`src/rtl/sprite_plotter.sv`:
```
// sprite_plotter: snapshots a 5x5 sprite and walks it row-major, one framebuffer write per cycle.
// First pixel one cycle after start; stall freezes the walk and masks plot. Option: SPRITE_TRANSPARENT_EN.
module sprite_plotter #(
  parameter int X_W      = 8,
  parameter int Y_W      = 7,
  parameter int COLOUR_W = 3
) (
  input  logic                clk,
  input  logic                reset_n,
  input  logic                start,
  input  logic [24:0]         shape,
  input  logic [X_W-1:0]      origin_x,
  input  logic [Y_W-1:0]      origin_y,
  input  logic [COLOUR_W-1:0] fg_colour,
  input  logic [COLOUR_W-1:0] bg_colour,
  input  logic                stall,
  output logic                busy,
  output logic                done,
  output logic [X_W-1:0]      plot_x,
  output logic [Y_W-1:0]      plot_y,
  output logic [COLOUR_W-1:0] plot_colour,
  output logic                plot
);

  typedef enum logic [1:0] {IDLE = 2'd0, DRAW = 2'd1, DONE = 2'd2} state_t;

  state_t                state, state_n;
  logic [24:0]           shape_q, shape_n;
  logic [X_W-1:0]        ox_q, ox_n;
  logic [Y_W-1:0]        oy_q, oy_n;
  logic [COLOUR_W-1:0]   fg_q, fg_n, bg_q, bg_n;
  logic [2:0]            row_q, row_n, col_q, col_n;
  logic [4:0]            pix_q, pix_n;
  logic [X_W-1:0]        x_n;
  logic [Y_W-1:0]        y_n;
  logic [COLOUR_W-1:0]   colour_n;
  logic                  plot_q, plot_n, busy_n, done_n;
  logic                  present, pix_bit;

  always_comb begin
    state_n  = state;
    shape_n  = shape_q;
    ox_n     = ox_q;
    oy_n     = oy_q;
    fg_n     = fg_q;
    bg_n     = bg_q;
    row_n    = row_q;
    col_n    = col_q;
    pix_n    = pix_q;
    x_n      = plot_x;
    y_n      = plot_y;
    colour_n = plot_colour;
    plot_n   = plot_q;
    busy_n   = busy;
    done_n   = 1'b0;
    present  = 1'b0;
    pix_bit  = 1'b0;

    case (state)
      IDLE: begin
        if (start) begin
          shape_n = shape;
          ox_n    = origin_x;
          oy_n    = origin_y;
          fg_n    = fg_colour;
          bg_n    = bg_colour;
          row_n   = 3'd0;
          col_n   = 3'd0;
          pix_n   = 5'd0;
          busy_n  = 1'b1;
          present = 1'b1;
          state_n = DRAW;
        end
      end
      DRAW: begin
        if (!stall) begin
          if (pix_q == 5'd24) begin
            state_n = DONE;
            busy_n  = 1'b0;
            plot_n  = 1'b0;
            done_n  = 1'b1;
          end else begin
            present = 1'b1;
            pix_n   = pix_q + 5'd1;
            if (col_q == 3'd4) begin
              col_n = 3'd0;
              row_n = row_q + 3'd1;
            end else begin
              col_n = col_q + 3'd1;
            end
          end
        end
      end
      DONE:    state_n = IDLE;
      default: state_n = IDLE;
    endcase

    // Register the pixel that will be on the outputs next cycle, from the post-update snapshot.
    if (present) begin
      pix_bit  = shape_n[5'd24 - pix_n];
      x_n      = ox_n + X_W'(col_n);
      y_n      = oy_n + Y_W'(row_n);
      colour_n = pix_bit ? fg_n : bg_n;
`ifdef SPRITE_TRANSPARENT_EN
      plot_n   = pix_bit;
`else
      plot_n   = 1'b1;
`endif
    end
  end

  always_ff @(posedge clk or negedge reset_n) begin
    if (!reset_n) begin
      state       <= IDLE;
      shape_q     <= '0;
      ox_q        <= '0;
      oy_q        <= '0;
      fg_q        <= '0;
      bg_q        <= '0;
      row_q       <= '0;
      col_q       <= '0;
      pix_q       <= '0;
      plot_x      <= '0;
      plot_y      <= '0;
      plot_colour <= '0;
      plot_q      <= 1'b0;
      busy        <= 1'b0;
      done        <= 1'b0;
    end else begin
      state       <= state_n;
      shape_q     <= shape_n;
      ox_q        <= ox_n;
      oy_q        <= oy_n;
      fg_q        <= fg_n;
      bg_q        <= bg_n;
      row_q       <= row_n;
      col_q       <= col_n;
      pix_q       <= pix_n;
      plot_x      <= x_n;
      plot_y      <= y_n;
      plot_colour <= colour_n;
      plot_q      <= plot_n;
      busy        <= busy_n;
      done        <= done_n;
    end
  end

  // A stalled cycle keeps the pixel on the bus but must not write it.
  assign plot = plot_q & ~stall;

endmodule

```
`config.mk`:
```
export PLATFORM = sky130hd
export DESIGN_NAME = sprite_plotter
export DESIGN_NICKNAME = d
export VERILOG_FILES = /design/src/rtl/sprite_plotter.sv
export SDC_FILE = /design/constraint.sdc
export NUM_CORES = 1
export LEC_CHECK = 0
export BUFFER_PORTS_ARGS = -buffer_cell sky130_fd_sc_hd__buf_2
export CORE_UTILIZATION = 60
export CTS_BUF_LIST = sky130_fd_sc_hd__clkbuf_4
export DETAILED_ROUTE_END_ITERATION = 12
export PLACE_DENSITY = 0.85
export SLEW_MARGIN = 20
export SYNTH_ARGS = -nofsm -noshare
export SYNTH_HDL_FRONTEND = slang
export SYNTH_SLANG_ARGS = --single-unit
```
`constraint.sdc`:
```
create_clock -name clk -period 5.77 [get_ports clk]
set_input_delay 1.154 -clock clk [delete_from_list [all_inputs] [get_ports clk]]
set_output_delay 1.154 -clock clk [all_outputs]
set_load 0.1 [all_outputs]
```
-- After elaboration in Yosys (flattened, before gate mapping)
Cells that the tools add are included.
- logic and storage cells: 82
- input port bits: 50
- register bits after elaboration: 80
- add/subtract/negate cells: 6
- bitwise gates (word level): 2
- multiplexer cells: 44
- order comparisons: 1
- equality and inequality tests: 7
- reductions and logical operators: 7
- operator list (cell ; count):
    25-bit 2-to-1 mux ; 2
    3-bit 2-to-1 mux ; 13
    8-bit 2-to-1 mux ; 2
    5-bit 2-to-1 mux ; 3
    7-bit 2-to-1 mux ; 2
    1-bit 2-to-1 mux ; 12
    3-bit case mux with 2 select lines ; 2
    5-bit case mux with 2 select lines ; 1
    8-bit by 3-bit adder with 8-bit output ; 1
    7-bit by 3-bit adder with 7-bit output ; 1
    3-bit by 1-bit adder with 3-bit output, second input constant ; 2
    5-bit by 6-bit less-than comparator with 1-bit output, second input constant ; 1
    2-bit 2-to-1 mux ; 3
    2-bit inequality test, second input constant ; 3
    3-bit AND reduction ; 2
    2-bit nonzero test ; 3
    5-bit by 1-bit adder with 5-bit output, second input constant ; 1
    1-bit binary-select mux with 5-bit select ; 1
    5-bit equality test, second input constant ; 1
    5-bit subtractor, first input constant ; 1
    1-bit case mux with 2 select lines ; 2
    2-bit case mux with 2 select lines ; 1
    4-bit AND reduction ; 1
    3-bit equality test, second input constant ; 1
    5 further kinds ; 5

-- Longest topological paths before layout
- depth in word-level cells: 8
- depth in mapped cells: 17

-- Least setup slack after synthesis
No wires, ideal clock.
- kind: input to register
- from: input port stall
- to: register plot_x[6]
- buffers on the path: 3
- required time: 5635 ps
- stages: 15
- data arrival time: 3739 ps
- setup slack: 1897 ps
- path through: clkbuf_1 > nand2b_1 > a21o_1 > buf_1 > clkbuf_1 > nand2_1 > o21ai_0 > ha_1 > inv_1 > fa_1 > nor2b_1 > o21ai_0 > nor3_1 > xnor2_1 > o21ai_0
- longest elaborated chain between the ends: 3
- ends and longest elaborated chain (item ; RTL line ; text):
    start, declared ; 16 ; input logic stall,
    3-bit 2-to-1 mux ; 76 ; if (!stall) begin
    3-bit case mux with 2 select lines ; 59 ; case (state)
    via col_n[0] ; 32 ; logic [2:0] row_q, row_n, col_q, col_n;
    8-bit by 3-bit adder with 8-bit output ; 101 ; x_n = ox_n + X_W'(col_n);
    end signal, assigned ; 139 ; plot_x <= x_n;
    end, declared ; 19 ; output logic [X_W-1:0] plot_x,
The timed path passes the listed nets, and every way through them passes these cells.
A chain may end at the register's enable or synchronous reset.

-- Worst setup path after layout
- from: input port start
- to: register plot_colour[2]
- longest elaborated chain between the ends: 6
- ends and longest elaborated chain (item ; RTL line ; text):
    start, declared ; 10 ; input logic start,
    5-bit 2-to-1 mux ; 61 ; if (start) begin
    5-bit case mux with 2 select lines ; 59 ;
    5-bit subtractor ; 100 ; pix_bit = shape_n[5'd24 - pix_n];
    1-bit binary-select mux with 5-bit select ; 100 ;
    1-bit 2-to-1 mux (implied by the code) ; 100 ;
    3-bit 2-to-1 mux ; 103 ; colour_n = pix_bit ? fg_n : bg_n;
    end signal, assigned ; 141 ; plot_colour <= colour_n;
    end, declared ; 21 ; output logic [COLOUR_W-1:0] plot_colour,
Several ways; a longest one is shown, not always the timed one. The select of a mux whose other input is x is not followed.

==> results.py <==
metrics = {
    "sta": {
        "fin_crit_sh": 0.681,
        "timing.slew.headroom": 0.347,
        "tightest_slew_ns": 0.979,
        "clock_skew_ns": 0.0125,
        "rsz0062_at_grt": "false",
        "setup-tns-final_ns": 0,
        "fmax_mhz": 255,
        "final-max-slew-violation-count": 0,
        "hold_viol_final": 0,
        "setup_viol": 0,
        "layout_min_cycle_time_ns": 3.93,
    },
    "final_layout": {
        "antenna_cells": 0,
        "drive_above_1_share": 0.316,
        "final_cell_mix": "dfrtp_1 (80), buf_2 (69), mux2_2 (36), inv_1 (25)",
        "fill_cells": 480,
        "nets": 483,
        "final_common_cell": "dfrtp_1",
        "utilization": 0.707,
        "finalNonFillerCells": 501,
        "synthToLayoutAreaGrowth_pct": 11.8,
    },
    "drt": {
        "vias": 2913,
        "wl_um": 8090,
        "drc": 3,
        "firstDrtPassIters": 8,
        "ant_nets": 0,
        "viasPerCell": 5.81,
        "wl_per_cell_um": 16.1,
        "dr.first_iter.drc_count": 164,
    },
    "power": {
        "power_density_nw_per_um2": 608,
        "ir_worst_vdd_mv": 0.444,
        "power.total_mw": 2.77,
        "p_leak_nw": 2.13,
    },
    "setup_path": {
        "r2r-end": "plot_colour[2]",
        "critPathCaptureType": "register",
        "cp.required_ns": 6.08,
        "path_class": "in2reg",
        "cp.arrival_ns": 4.24,
        "r2r-start": "pix_q[0]",
        "r2r_cells": 13,
        "rrSetupSlack_ns": 1.96,
        "critPathMaxFanout": 11,
        "critPathLaunchType": "primary input",
    },
    "placed_design": {
        "dp_hpwl_um": 5920,
        "portBuffers": 70,
        "dp_cells": 485,
        "place_congestion": 0.866,
    },
    "yosys": {
        "yosys_warnings": 0,
        "syn-cell-area_um2": 4080,
        "synth_enable_flop_cells": 0,
        "ys_types": 52,
        "ys_async_sr_fraction": 1.00,
        "synth.net_count": 415,
        "seq_area_frac_synth": 0.490,
        "ys_ff_latch": 80,
        "netlist_instances": 351,
        "syn_avg_cell_area_um2": 11.6,
        "synthFlopType": "dfrtp_1",
    },
    "global_routing": {
        "grt_max_degree": 81,
        "grt_use_total": 0.246,
        "antenna_found_initial": 0,
        "grt_first_pass_wirelength_um": 13600,
        "grt_overflow": 0,
        "grt_pass1_vias": 2951,
    },
    "clock_network": {
        "cts_buffer_depth": 2,
        "clk_latency_ns": 0.41,
        "htree_num_levels": 3,
        "cts_hold_buf": 0,
        "cts_resized": 0,
        "tritoncts": "done",
        "clk_pin_slew_ns": 0.12,
        "post-cts-setup-buffers": 0,
        "cts_buffers": 9,
        "numClockSinks": 80,
        "root_buffer": "clkbuf_4",
    },
    "floorplan": {
        "rows": 29,
        "start_util": 0.632,
        "io_pins": 71,
        "die-area_um2": 7140,
        "die_w_um": 84.5,
        "core_area_um2": 6460,
        "fp.dieH_um": 84.5,
    },
    "hold_path": {
        "hold_path_end": "plot_y[3]",
        "hold_class": "reg2reg",
        "hold_path_depth": 2,
        "min-delay-start": "plot_y[3]",
    },
    "status": {
        "status": "finished, violations left",
        "violations": "DRC",
    },
    "job": {
        "maxCapViolations": 0,
    },
}
-- power breakdown --
group	internal, mW	switching [mW]	total [mW]
clock	0.0905	0.187	0.277
combinational	0.527	1.04	1.57
sequential	0.815	0.114	0.929
total	1.43	1.34	2.77
-- layer usage --
metal	vias to the layer above	routed length (um)	track usage
li1	1388	-	-
met1	1414	3440	0.296
met2	90	3980	0.420
met3	21	483	0.0678
met4	0	184	0.105
met5	-	0	0
-- synth_stat cells, drive strengths merged, types with 3 or more instances --
library cell / number / area share
buf: 10 / 0.021
inv: 26 / 0.024
mux2i: 23 / 0.056
a21o: 5 / 0.0092
ha: 12 / 0.037
clkbuf: 6 / 0.0055
dfrtp: 80 / 0.49
nor3b: 6 / 0.012
o21bai: 3 / 0.0083
o21ai: 24 / 0.029
mux2: 37 / 0.10
nor3: 6 / 0.0086
a211oi: 8 / 0.015
nor2: 12 / 0.015
nand2: 23 / 0.021
nand2b: 4 / 0.0061
nor2b: 3 / 0.0046
nor4: 13 / 0.020
a21oi: 6 / 0.0074
xnor2: 13 / 0.028
-- metrics by stage --
stage / setup slack (ns) / hold WS (ns) / instance area (um^2)
floorplan: 1.90 / 0.456 / 4080
global placement: 1.65 / 0.462 / 4450
detailed placement: 1.44 / 0.472 / 4450
CTS: 1.87 / 0.502 / 4560
global route: 1.62 / 0.526 / 4560
finish: 1.84 / 0.498 / 4560
-- state kept, by name (all words and copies together) (netlist names), 2 cells and up --
signal and count:
plot_y 7, fg_q 3, bg_q 3, oy_q 7, col_q 3, plot_colour 3, ox_q 8, pix_q 5
shape_q 25, plot_x 8, state 2, row_q 3
-- logic make-up after synthesis --
kind of cell	after synthesis	synth area share
flops	80	0.490
simple gates	77	0.109
mux	62	0.170
compound gates	61	0.101
buf+inv	42	0.0503
xor+xnor	15	0.0322
fa+ha+maj	14	0.0466
-- critical path, cell delays in order --
cell and delay (ns):
buf_2 0.13, o21bai_4 0.27, a32o_1 0.50, nor2_8 0.07, ha_1 0.42, inv_1 0.31
nor4_1 0.14, nor4_1 0.33, mux2i_1 0.12, mux2_2 0.32, mux2i_1 0.13, a221o_1 0.33
-- worst max-delay path by stage --
stage                     cells after the start   from        endpoint
after floorplan                              15  stall       plot_x[6]
after global placement                        9  start  plot_colour[2]
after detailed placement                     12  stall  plot_colour[2]
after CTS                                    12  start  plot_colour[2]
after global routing                         12  stall  plot_colour[2]
final                                        12  start  plot_colour[2]
-- final cells by class --
cell class	instances	area, um^2	share of cell area
sequential	80	2000	0.439
tap	77	96.3	0.0211
inverter	26	97.6	0.0214
timing repair buffer	73	375	0.0823
multi-input combinational	229	1880	0.412
clock inverter	6	36.3	0.00795
clock buffer	10	75.1	0.0165
Note: power is estimated with default switching activity, not from simulation.
